File: config.mk
export PLATFORM = sky130hd
export DESIGN_NAME = pipelined_lane_adder
export DESIGN_NICKNAME = d
export VERILOG_FILES = /design/src/rtl/pipelined_lane_adder.sv
export SDC_FILE = /design/constraint.sdc
export NUM_CORES = 1
export LEC_CHECK = 0
export BUFFER_PORTS_ARGS = -buffer_cell sky130_fd_sc_hd__buf_2
export CAP_MARGIN = 40
export CORE_MARGIN = 5
export CORE_UTILIZATION = 25
export DETAILED_ROUTE_END_ITERATION = 8
export HOLD_SLACK_MARGIN = 0.08
export SLEW_MARGIN = 20
export SYNTH_ARGS = -nofsm -noshare
export SYNTH_HDL_FRONTEND = slang
export SYNTH_SLANG_ARGS = --single-unit
File: constraint.sdc
create_clock -name clk -period 2.9 [get_ports clk]
set_clock_uncertainty 0.2 [all_clocks]
set_input_delay 0.58 -clock clk [delete_from_list [all_inputs] [get_ports clk]]
set_output_delay 0.58 -clock clk [all_outputs]
set_load 0.02 [all_outputs]
File: src/rtl/pipelined_lane_adder.sv
// rtl/pipelined_lane_adder.sv - valid/ready pipelined adder, one lane per stage
// Mode 0 adds lanes independently; mode 1 ripples each lane carry into the next stage.
module pipelined_lane_adder #(
   parameter int WIDTH  = 32,
   parameter int LANE_W = 8,
   localparam int LANES = WIDTH / LANE_W
) (
   input  logic               clk,
   input  logic               rst_n,
   input  logic               in_valid,
   output logic               in_ready,
   input  logic [WIDTH-1:0]   in_a,
   input  logic [WIDTH-1:0]   in_b,
   input  logic               in_mode,
   output logic               out_valid,
   input  logic               out_ready,
   output logic [WIDTH-1:0]   out_sum,
   output logic [LANES-1:0]   out_carry
);

   generate
      if (WIDTH % LANE_W != 0) begin : g_bad_width
         $error("pipelined_lane_adder: WIDTH must be a multiple of LANE_W");
      end
   endgenerate

   logic               valid_q   [LANES];
   logic               mode_q    [LANES];
   logic [WIDTH-1:0]   a_q       [LANES];
   logic [WIDTH-1:0]   b_q       [LANES];
   logic [WIDTH-1:0]   sum_q     [LANES];
   logic [LANES-1:0]   carry_q   [LANES];

   logic               nxt_valid [LANES];
   logic               nxt_mode  [LANES];
   logic [WIDTH-1:0]   nxt_a     [LANES];
   logic [WIDTH-1:0]   nxt_b     [LANES];
   logic [WIDTH-1:0]   nxt_sum   [LANES];
   logic [LANES-1:0]   nxt_carry [LANES];
   logic [LANE_W:0]    lane_res  [LANES];
   logic               cin       [LANES];

   logic advance;

   assign advance   = !valid_q[LANES-1] || out_ready;
   assign in_ready  = advance;
   assign out_valid = valid_q[LANES-1];
   assign out_sum   = sum_q[LANES-1];
   assign out_carry = carry_q[LANES-1];

   // Stage s takes its inputs from stage s-1 (or the input port) and fills in lane s.
   always_comb begin
      int p;
      p = 0;
      for (int s = 0; s < LANES; s++) begin
         p = (s > 0) ? s - 1 : 0;
         if (s == 0) begin
            nxt_valid[s] = in_valid;
            nxt_mode[s]  = in_mode;
            nxt_a[s]     = in_a;
            nxt_b[s]     = in_b;
            nxt_sum[s]   = '0;
            nxt_carry[s] = '0;
            cin[s]       = 1'b0;
         end else begin
            nxt_valid[s] = valid_q[p];
            nxt_mode[s]  = mode_q[p];
            nxt_a[s]     = a_q[p];
            nxt_b[s]     = b_q[p];
            nxt_sum[s]   = sum_q[p];
            nxt_carry[s] = carry_q[p];
            cin[s]       = mode_q[p] & carry_q[p][p];
         end
         lane_res[s] = {1'b0, nxt_a[s][s*LANE_W +: LANE_W]}
                     + {1'b0, nxt_b[s][s*LANE_W +: LANE_W]}
                     + {{LANE_W{1'b0}}, cin[s]};
         nxt_sum[s][s*LANE_W +: LANE_W] = lane_res[s][LANE_W-1:0];
         nxt_carry[s][s]                = lane_res[s][LANE_W];
      end
   end

   // The whole pipeline moves as one; bubbles are kept during a stall.
   always_ff @(posedge clk or negedge rst_n) begin
      if (!rst_n) begin
         for (int s = 0; s < LANES; s++) begin
            valid_q[s] <= 1'b0;
            mode_q[s]  <= 1'b0;
            a_q[s]     <= '0;
            b_q[s]     <= '0;
            sum_q[s]   <= '0;
            carry_q[s] <= '0;
         end
      end else if (advance) begin
         for (int s = 0; s < LANES; s++) begin
            valid_q[s] <= nxt_valid[s];
            mode_q[s]  <= nxt_mode[s];
            a_q[s]     <= nxt_a[s];
            b_q[s]     <= nxt_b[s];
            sum_q[s]   <= nxt_sum[s];
            carry_q[s] <= nxt_carry[s];
         end
      end
   end

endmodule

==> impl_metrics.env <==
export IMPL_diodes=0
export IMPL_core_area_um2=33400
export IMPL_place_gp_congestion=0.781
export IMPL_die_x_um=193
export IMPL_wl_per_cell_um=12.4
export IMPL_fill_cells=3633
export IMPL_r2r_setup_slack_ns=0.52
export IMPL_worstPathRequired_ns=3.02
export IMPL_synth_main_ff_cell="dfrtp_1"
export IMPL_endpoint_kind="flop"
export IMPL_wl_met3_um=878
export IMPL_nets=1134
export IMPL_hold_viol=0
export IMPL_numCtsBuffers=17
export IMPL_grt_overflow_total=0
export IMPL_synthArstFlopShare=1.00
export IMPL_layout_commonest_cell="nand2_1"
export IMPL_min_path_type="input pin to flop"
export IMPL_fin_setup_tns_ns=0
export IMPL_dp_cells=1457
export IMPL_clk_path_buf_depth=2
export IMPL_synth_area_um2=8390
export IMPL_placedInstanceArea_um2=9440
export IMPL_postCtsHoldBufs=1
export IMPL_clock_root_buffer="clkbuf_16"
export IMPL_finalMaxSlewViolations=0
export IMPL_arrival_ns=2.50
export IMPL_netlist_instances=940
export IMPL_fp_dieArea_um2=37300
export IMPL_area_delta_synth_final_pct=20.0
export IMPL_power_frac_comb=0.359
export IMPL_yosysUniqueCellTypes=32
export IMPL_via_per_inst=4.17
export IMPL_grt_pass1_vias=6222
export IMPL_rows=67
export IMPL_drc=0
export IMPL_min_delay_start="in_b[17]"
export IMPL_track_usage=0.102
export IMPL_htreeDepth=4
export IMPL_worst_slack_ns=0.522
export IMPL_cap_violations=0
export IMPL_leakage_uw=0.00520
export IMPL_most_common_layout_cells="nand2_1, dfrtp_1, buf_2"
export IMPL_clock_sinks=193
export IMPL_start_util=0.252
export IMPL_hold_end="b_q[113]$_DFFE_PN0P_"
export IMPL_port_buffers=106
export IMPL_wirelength_um=18500
export IMPL_critPathLaunchType="flop"
export IMPL_antenna_found_initial=1
export IMPL_rsz0062_at_grt="false"
export IMPL_syn_num_nets=1045
export IMPL_detail_route_antenna_nets=0
export IMPL_p_int_uw=6690
export IMPL_power_density_nw_per_um2=1080
export IMPL_cts_resized=0
export IMPL_syn_avg_cell_area_um2=8.93
export IMPL_ff2ff_path_depth=8
export IMPL_stdcell_count=1490
export IMPL_critPathMaxFanout=3
export IMPL_setup_viol=0
export IMPL_fmaxAchievable_mhz=420
export IMPL_synth_enable_flop_cells=0
export IMPL_grt_max_degree=122
export IMPL_layout_drive_gt1_share=0.144
export IMPL_p_clk_frac=0.228
export IMPL_drt_iter0_markers=300
export IMPL_ys_ff_latch=193
export IMPL_yosys_warnings=0
export IMPL_min_period_ns=2.38
export IMPL_hpwl_um=13000
export IMPL_wl_met1_um=8500
export IMPL_fin_area_um2=10100
export IMPL_pwr_share_seq=0.413
export IMPL_p_sw_frac=0.383
export IMPL_ys_seq_area_frac=0.575
export IMPL_r2r_end="out_sum[30]$_DFFE_PN0P_"
export IMPL_clk_latency_ns=0.44
export IMPL_holdPathStages=3
export IMPL_slew_headroom=0.605
export IMPL_route_met2_wl_um=8850
export IMPL_tightest_slew_ns=0.592
export IMPL_dp_slack_ns=0.401
export IMPL_path_class="flop to flop"
export IMPL_grt_pass1_wl_um=31500
export IMPL_status="complete, no violations"
export IMPL_postCtsSetupBuffers=0
export IMPL_ir_worst_vdd_mv=0.448
export IMPL_ios=107
export IMPL_power_switching_uw=4150
export IMPL_firstDrtPassIters=4
export IMPL_fin_crit_sh=0.820
export IMPL_cts_tree="done"
export IMPL_fp_dieH_um=193
export IMPL_dr_max_layer_used="met4"
export IMPL_vias=6213
export IMPL_r2r_start="carry_q[6]$_DFFE_PN0P_"
export IMPL_clk_pin_slew_ns=0.08
[flip-flops by register name, indices dropped and copies added (netlist names)]
name	count
mode_q	3
out_carry	4
out_sum	32
carry_q	6
a_q	48
b_q	48
nxt_sum	48
nxt_valid	3
out_valid	1
[area by class of cell]
class / count / area, um^2 / area share
tap: 448 / 561 / 0.0557
timing repair buffer: 116 / 679 / 0.0675
clock buffer: 17 / 425 / 0.0422
sequential: 193 / 4830 / 0.480
multi-input combinational: 684 / 3310 / 0.329
clock inverter: 15 / 198 / 0.0196
inverter: 17 / 68.8 / 0.00683
[worst max path at each step]
stage / endpoint / startpoint
6_report: out_sum[30]$_DFFE_PN0P_ / carry_q[6]$_DFFE_PN0P_
5_1_grt: nxt_sum[22]$_DFFE_PN0P_ / carry_q[9]$_DFFE_PN0P_
4_1_cts: nxt_sum[22]$_DFFE_PN0P_ / carry_q[9]$_DFFE_PN0P_
3_5_place_dp: nxt_sum[70]$_DFFE_PN0P_ / in_a[0]
3_3_place_gp: nxt_sum[70]$_DFFE_PN0P_ / in_a[0]
2_1_floorplan: nxt_sum[70]$_DFFE_PN0P_ / in_a[0]
[power by group through the flow]
stage	Sequential, uW	Combinational [uW]	Clock [uW]
2_1_floorplan	4660	2650	0
3_3_place_gp	4510	3900	0
3_5_place_dp	4550	3970	0
4_1_cts	4500	4000	2560
5_1_grt	4650	4500	2670
6_report	4480	3900	2470
[metrics by stage]
step                      power [uW]  hold WS (ns)  utilization
after global routing           11800         0.112        0.302
after global placement          8410         0.242        0.283
after detailed placement        8520         0.250        0.283
after CTS                      11100         0.105        0.302
final                          10800         0.129        0.302
after floorplan                 7310        0.0844            -
[kinds of logic (layout without fill, tap and decap cells)]
logic type / Yosys count / after routing / share of synthesized area
and+or+nand+nor: 545 / 545 / 0.253
buffers and inverters: 63 / 165 / 0.0313
DFF: 193 / 193 / 0.575
adders and majority gates: 36 / 36 / 0.0599
xor gates and xnor gates: 9 / 9 / 0.00939
AOI/OAI and AO/OA: 94 / 94 / 0.0714
[cells in the mapped netlist (all sizes together), types with 2 or more instances]
library cell,instances,area [um^2]
o31ai,9,67.6
fa,7,140
inv,17,63.8
nand2,494,1850
a211oi,4,30.0
xnor2,3,26.3
nor3,16,80.1
nor2b,8,50.1
buf,14,78.8
clkbuf,32,120
dfrtp,193,4830
a31oi,2,12.5
or3,7,43.8
o211a,2,20.0
nor2,13,48.8
a21o,3,22.5
o21a,12,90.1
o31a,4,35.0
xor2,6,52.6
a21oi,17,85.1
nand2b,4,25.0
o21bai,2,15.0
and3,2,12.5
ha,29,363
o21ai,31,155
o211ai,6,45.0
[per-layer routing]
layer,global-route usage,vias to the layer above
li1,-,3175
met1,0.134,2910
met2,0.163,106
met3,0.0290,22
met4,0.0317,0
met5,0,-
[worst max-delay path, cell delays in order, from the launching register on]
cell and delay [ns]:
dfrtp_1 0.37, nand2_1 0.08, fa_1 0.41, fa_1 0.42
nor2b_1 0.16, o31a_1 0.20, o311a_1 0.19, a211oi_1 0.06
a21o_1 0.17
Note: power is estimated with default switching activity, not from simulation.
